## src/rtl/amf_frame_sched.sv

```systemverilog
// amf_frame_sched: ping-pong bank scheduler in front of the adaptive median filter.
// Host descriptors {M,N} land in one slot per bank; the FSM launches the filter on
// the processing bank and retires it on the filterF rising edge.
// Optional feature macro: AMF_SCHED_WDT_EN (RUN-state watchdog, sets wdtErr).
module amf_frame_sched #(
  parameter int DIM_WIDTH  = 16,
  parameter int CNT_WIDTH  = 8,
  parameter int WDT_CYCLES = 65535
) (
  input  logic                 clk,
  input  logic                 rst,
  input  logic                 frameRdy,
  input  logic [DIM_WIDTH-1:0] frameM,
  input  logic [DIM_WIDTH-1:0] frameN,
  output logic                 frameAck,
  output logic                 bankFill,
  output logic                 filterEn,
  output logic [DIM_WIDTH-1:0] M,
  output logic [DIM_WIDTH-1:0] N,
  input  logic                 filterF,
  output logic                 bankProc,
  output logic                 resValid,
  output logic                 resBank,
  output logic                 busy,
  output logic [CNT_WIDTH-1:0] frameCnt,
  output logic [CNT_WIDTH-1:0] dropCnt,
  output logic                 wdtErr
);

  localparam logic [1:0] IDLE   = 2'd0;
  localparam logic [1:0] LAUNCH = 2'd1;
  localparam logic [1:0] RUN    = 2'd2;
  localparam logic [1:0] DONE   = 2'd3;

  logic [1:0]           state;
  logic [1:0]           occ;
  logic [1:0]           occNext;
  logic [DIM_WIDTH-1:0] slotM [2];
  logic [DIM_WIDTH-1:0] slotN [2];
  logic                 filterFQ;
  logic                 launchWait;
  logic                 timeout;
  logic                 req, zeroSize, alloc, drop, free, rise, tgt;
  logic [DIM_WIDTH-1:0] nextM, nextN;

  // Handshake qualification, occupancy update and next-descriptor selection
  always_comb begin
    req      = frameRdy && !frameAck;
    zeroSize = (frameM == '0) || (frameN == '0);
    drop     = req && zeroSize;
    free     = (state == DONE);
    // at occupancy 2 a retiring frame frees its slot in the same cycle
    alloc    = req && !zeroSize && ((occ != 2'd2) || free);
    rise     = filterF && !filterFQ;
    occNext  = occ + {1'b0, alloc} - {1'b0, free};
    // DONE launches the other bank; IDLE launches the current one
    tgt      = free ? ~bankProc : bankProc;
    // bypass: a descriptor written this cycle into the bank about to launch
    if (alloc && (bankFill == tgt)) begin
      nextM = frameM;
      nextN = frameN;
    end else begin
      nextM = slotM[tgt];
      nextN = slotN[tgt];
    end
  end

  assign filterEn = (state == RUN);
  assign busy     = (occ != 2'd0) || (state != IDLE);
  assign resBank  = bankProc;

  // Accept path: slot write, ack pulse, fill-bank toggle, drop counting
  always_ff @(posedge clk or negedge rst) begin
    if (!rst) begin
      frameAck <= 1'b0;
      bankFill <= 1'b0;
      occ      <= 2'd0;
      dropCnt  <= '0;
      slotM[0] <= '0;
      slotM[1] <= '0;
      slotN[0] <= '0;
      slotN[1] <= '0;
    end else begin
      frameAck <= alloc || drop;
      occ      <= occNext;
      if (alloc) begin
        slotM[bankFill] <= frameM;
        slotN[bankFill] <= frameN;
        bankFill        <= ~bankFill;
      end
      if (drop) dropCnt <= dropCnt + CNT_WIDTH'(1);
    end
  end

  // Frame FSM: M/N load on LAUNCH entry, one settle cycle, then run until retire
  always_ff @(posedge clk or negedge rst) begin
    if (!rst) begin
      state      <= IDLE;
      launchWait <= 1'b0;
      bankProc   <= 1'b0;
      M          <= '0;
      N          <= '0;
    end else begin
      case (state)
        IDLE: begin
          if (occ != 2'd0) begin
            state      <= LAUNCH;
            launchWait <= 1'b1;
            M          <= nextM;
            N          <= nextN;
          end
        end
        LAUNCH: begin
          if (launchWait)    launchWait <= 1'b0;
          else if (!filterF) state      <= RUN;
        end
        RUN: begin
          if (rise || timeout) state <= DONE;
        end
        default: begin
          bankProc <= ~bankProc;
          if (occNext != 2'd0) begin
            state      <= LAUNCH;
            launchWait <= 1'b1;
            M          <= nextM;
            N          <= nextN;
          end else begin
            state <= IDLE;
          end
        end
      endcase
    end
  end

  // Retire reporting: filterF edge history, result pulse and frame counter
  always_ff @(posedge clk or negedge rst) begin
    if (!rst) begin
      filterFQ <= 1'b0;
      resValid <= 1'b0;
      frameCnt <= '0;
    end else begin
      filterFQ <= filterF;
      resValid <= (state == RUN) && rise;
      if ((state == RUN) && rise) frameCnt <= frameCnt + CNT_WIDTH'(1);
    end
  end

`ifdef AMF_SCHED_WDT_EN
  localparam int WW = $clog2(WDT_CYCLES + 1);
  logic [WW-1:0] wdtCnt;

  // a genuine filterF edge always wins over an expiring watchdog
  assign timeout = (wdtCnt == WW'(WDT_CYCLES - 1)) && !rise;

  // Watchdog: count RUN cycles, flag a frame that never finishes
  always_ff @(posedge clk or negedge rst) begin
    if (!rst) begin
      wdtCnt <= '0;
      wdtErr <= 1'b0;
    end else begin
      wdtCnt <= (state == RUN) ? wdtCnt + WW'(1) : '0;
      if ((state == RUN) && timeout) wdtErr <= 1'b1;
    end
  end
`else
  assign timeout = 1'b0;
  assign wdtErr  = 1'b0;
`endif

endmodule
```

## config.mk

```make
export PLATFORM = sky130hd
export DESIGN_NAME = amf_frame_sched
export DESIGN_NICKNAME = d
export VERILOG_FILES = /design/src/rtl/amf_frame_sched.sv
export SDC_FILE = /design/constraint.sdc
export NUM_CORES = 1
export LEC_CHECK = 0
export ABC_AREA = 1
export BUFFER_PORTS_ARGS = -buffer_cell sky130_fd_sc_hd__buf_2
export CAP_MARGIN = 5
export CORE_ASPECT_RATIO = 0.7
export CORE_MARGIN = 1
export CORE_UTILIZATION = 30
export DETAILED_ROUTE_END_ITERATION = 10
export HOLD_SLACK_MARGIN = 0.12
export SETUP_SLACK_MARGIN = 0.1
export SLEW_MARGIN = 20
export SYNTH_ARGS = -nofsm -noshare
export SYNTH_HDL_FRONTEND = slang
export SYNTH_SLANG_ARGS = --single-unit
```

## constraint.sdc

```tcl
create_clock -name clk -period 3.5 [get_ports clk]
set_clock_uncertainty 0.05 [all_clocks]
set_input_delay 0.525 -clock clk [delete_from_list [all_inputs] [get_ports clk]]
set_output_delay 0.525 -clock clk [all_outputs]
set_load 0.01 [all_outputs]
```

==> impl_metrics.json <==
{
  "wl_per_cell_um": 13.8,
  "grt_pass1_wl_um": 23000,
  "synth_seq_cells": 122,
  "drt_iter0_markers": 338,
  "end_kind": "register",
  "ys.flop_type": "dfrtp_1",
  "synth_top_family_by_area": "simple AND/OR/NAND/NOR gates",
  "drc": 0,
  "grt_overflow": 0,
  "crit_path_end": "N[0]",
  "fin_crit_sh_pct": 86.6,
  "synth_edf_count": 0,
  "fmax_ghz": 0.330,
  "synth_common_cells": "nand2_1, dfrtp_1, nand3_1, inv_1, mux2i_1",
  "area.growth.synth_to_final_pct": 22.4,
  "powerDensity_nw_per_um2": 1070,
  "cts_root_buf": "clkbuf_16",
  "netlist_area_sq_um": 5880,
  "final_util_pct": 37.8,
  "cts_sinks": 122,
  "gp_congestion": 0.769,
  "muxShareOfSynthArea_pct": 5.45,
  "fp.dieW_um": 169,
  "ys_warn_count": 0,
  "cp_common_cell": "nand2_1",
  "die_y_um": 119,
  "crit_start": "state[1]",
  "final_max_slew_viol_count": 0,
  "routed_wl_um": 14100,
  "antenna_left": 0,
  "synth_fp_nets": 707,
  "netlist_instances": 662,
  "max_stage_delay_ns": 0.47,
  "cts-hold-fix-buffers": 0,
  "rsz0062_at_grt": "no",
  "io-pin-count": 92,
  "p_leak_nw": 3.87,
  "cts_tree": "done",
  "port-buffer-count": 90,
  "hpwl_um": 9100,
  "via_count": 4552,
  "synth_fa_ha_area_share_pct": 1.92,
  "ir_drop_mv": 0.571,
  "die-area_sq_um": 20200,
  "core_sq_um": 19000,
  "drt-vias-per-instance": 4.46,
  "synth.area.top_cells": "dfrtp_1, nand2_1, nand3_1",
  "post_cts_buffers": 0,
  "first_global_vias": 4347,
  "required_ns": 3.80,
  "drive_gt1_share_pct": 21.3,
  "htree_levels": 4,
  "status": "complete, no violations",
  "initial_core_util_pct": 30.9,
  "setup_viol": 0,
  "r2r_end": "N[0]",
  "cts_buffer_depth": 2,
  "postSynth.asyncResetShare_pct": 100,
  "final_nets": 789,
  "grtUsageTotal_pct": 14.7,
  "regToRegStartpoint": "state[1]",
  "startpoint_type": "register",
  "synth_top_area_share_pct": 51.9,
  "syn_area_per_cell_sq_um": 8.88,
  "crit_path_cell_trace": "ha_1 -> inv_2 -> nand3_1 -> nand2_2 -> nor2_8 -> inv_1 -> ha_1 -> inv_1 -> ha_1 -> xor2_1 -> nand2_1 -> nand2_1 -> nand3b_1 -> nand2_1 -> inv_2 -> nand3_1 -> nand2_1",
  "cts_buffers": 17,
  "synth-compound-area-share_pct": 7.22,
  "slew-limit-headroom_pct": 34.8,
  "clk_latency_ns": 0.42,
  "post_synth_and_or_nand_nor_area_fraction_pct": 24.0,
  "first_pass_iters": 5,
  "antenna_found_initial": 1,
  "worst-r2r-cell-count": 17,
  "path_clk_slew_ns": 0.06,
  "fin_hold_ws_ns": 0.162,
  "period_minus_slack_ns": 3.03,
  "synth_top_area_cell": "dfrtp_1",
  "cap_violations": 0,
  "post_cts_resized": 0,
  "ff2ff_setup_slack_ns": 0.47,
  "worstSetupPathType": "reg2reg",
  "min_path_type": "in2async",
  "grt_max_degree": 67,
  "final_hold_viol_count": 0,
  "synth_cell_types": 30,
  "n_antenna_cell": 0,
  "worst_pin_slew_ns": 0.976,
  "worstPathArrival_ns": 3.33,
  "yosysSeqAreaShare_pct": 51.9,
  "crit_slowest_cell": "inv_2",
  "synth_xor_area_share_pct": 2.53,
  "synth_most_common_cell": "nand2_1",
  "fin_setup_tns_ns": 0,
  "placementRows": 42,
  "critPathMaxFanout": 32
}
-- state kept, by name, summed over array words and instances (netlist names), 2 cells and up --
signal and cells:
M 16, slotM 32, N 16, occ 2, state 2, slotN 32
dropCnt 8, frameCnt 8
-- cell type report --
| type | count | area (sq um) |
|---|---|---|
| Fill cell | 1944 | 11800 |
| Sequential cell | 122 | 3050 |
| Multi-Input combinational cell | 454 | 2420 |
| Timing Repair Buffer | 96 | 523 |
| Clock buffer | 22 | 484 |
| Tap cell | 264 | 330 |
| Inverter | 53 | 199 |
| Clock inverter | 10 | 188 |
-- logic make-up after synthesis --
family                     count (synthesis)
muxes                                     32
adders and majority gates                  9
buffers and inverters                     86
xor gates and xnor gates                  17
and+or+nand+nor                          326
AOI/OAI and AO/OA                         69
DFF                                      122
other                                      1
-- critical path, delay by kind of cell (launching register included) --
| family | cells | cell delay, ns |
|---|---|---|
| XOR/XNOR | 1 | 0.15 |
| adder cells (fa/ha/maj) | 3 | 0.73 |
| buffers and inverters | 4 | 0.62 |
| flip-flops | 1 | 0.43 |
| AND/OR/NAND/NOR | 9 | 0.96 |
-- routing by layer --
layer / GRT usage (%) / share of wire [%]
met1: 21.7 / 53
met2: 20.7 / 41
met3: 4.22 / 5.3
met4: 4.28 / 1.0
met5: 0 / 0
-- report_power, final --
part           internal (W)  switching (W)  total (W)
clock               0.00134       0.000649    0.00199
sequential          0.00203       0.000341    0.00237
combinational       0.00119        0.00213    0.00332
total               0.00457        0.00312    0.00769
-- per-stage QoR --
| step | instance area, sq um | total power, W | worst slack (ns) | std cells |
|---|---|---|---|---|
| after floorplan | 5880 | 0.00485 | 0.712 | 662 |
| after global placement | 6520 | 0.00567 | 0.275 | 989 |
| after detailed placement | 6520 | 0.00574 | 0.221 | 989 |
| after CTS | 7190 | 0.00775 | 0.470 | 1021 |
| after global routing | 7190 | 0.00830 | 0.215 | 1021 |
| final | 7190 | 0.00769 | 0.470 | 1021 |
-- how the worst min path moves through the flow --
stage	cells past startpoint	slack [ns]	startpoint	endpoint
final	1	0.16	rst	N[6]
after global routing	1	0.20	filterF	filterFQ
after CTS	1	0.20	rst	N[6]
after detailed placement	2	0.41	M[8]	M[8]
after global placement	1	0.41	frameCnt[7]	frameCnt[7]
after floorplan	0	0.18	rst	M[0]
-- cell usage in the layout (no fill, tap or decap), drive strengths merged --
master / count
nand2: 209
dfrtp: 122
buf: 96
nand3: 80
o21ai: 66
inv: 53
mux2i: 32
nor2: 30
clkbuf: 22
xnor2: 9
ha: 9
xor2: 8
bufinv: 5
nand4: 4
clkinv: 3
nor3: 2
a21oi: 2
clkinvlp: 2
nand3b: 1
a22o: 1
conb: 1
No activity file was read; power rests on OpenSTA's default activity.
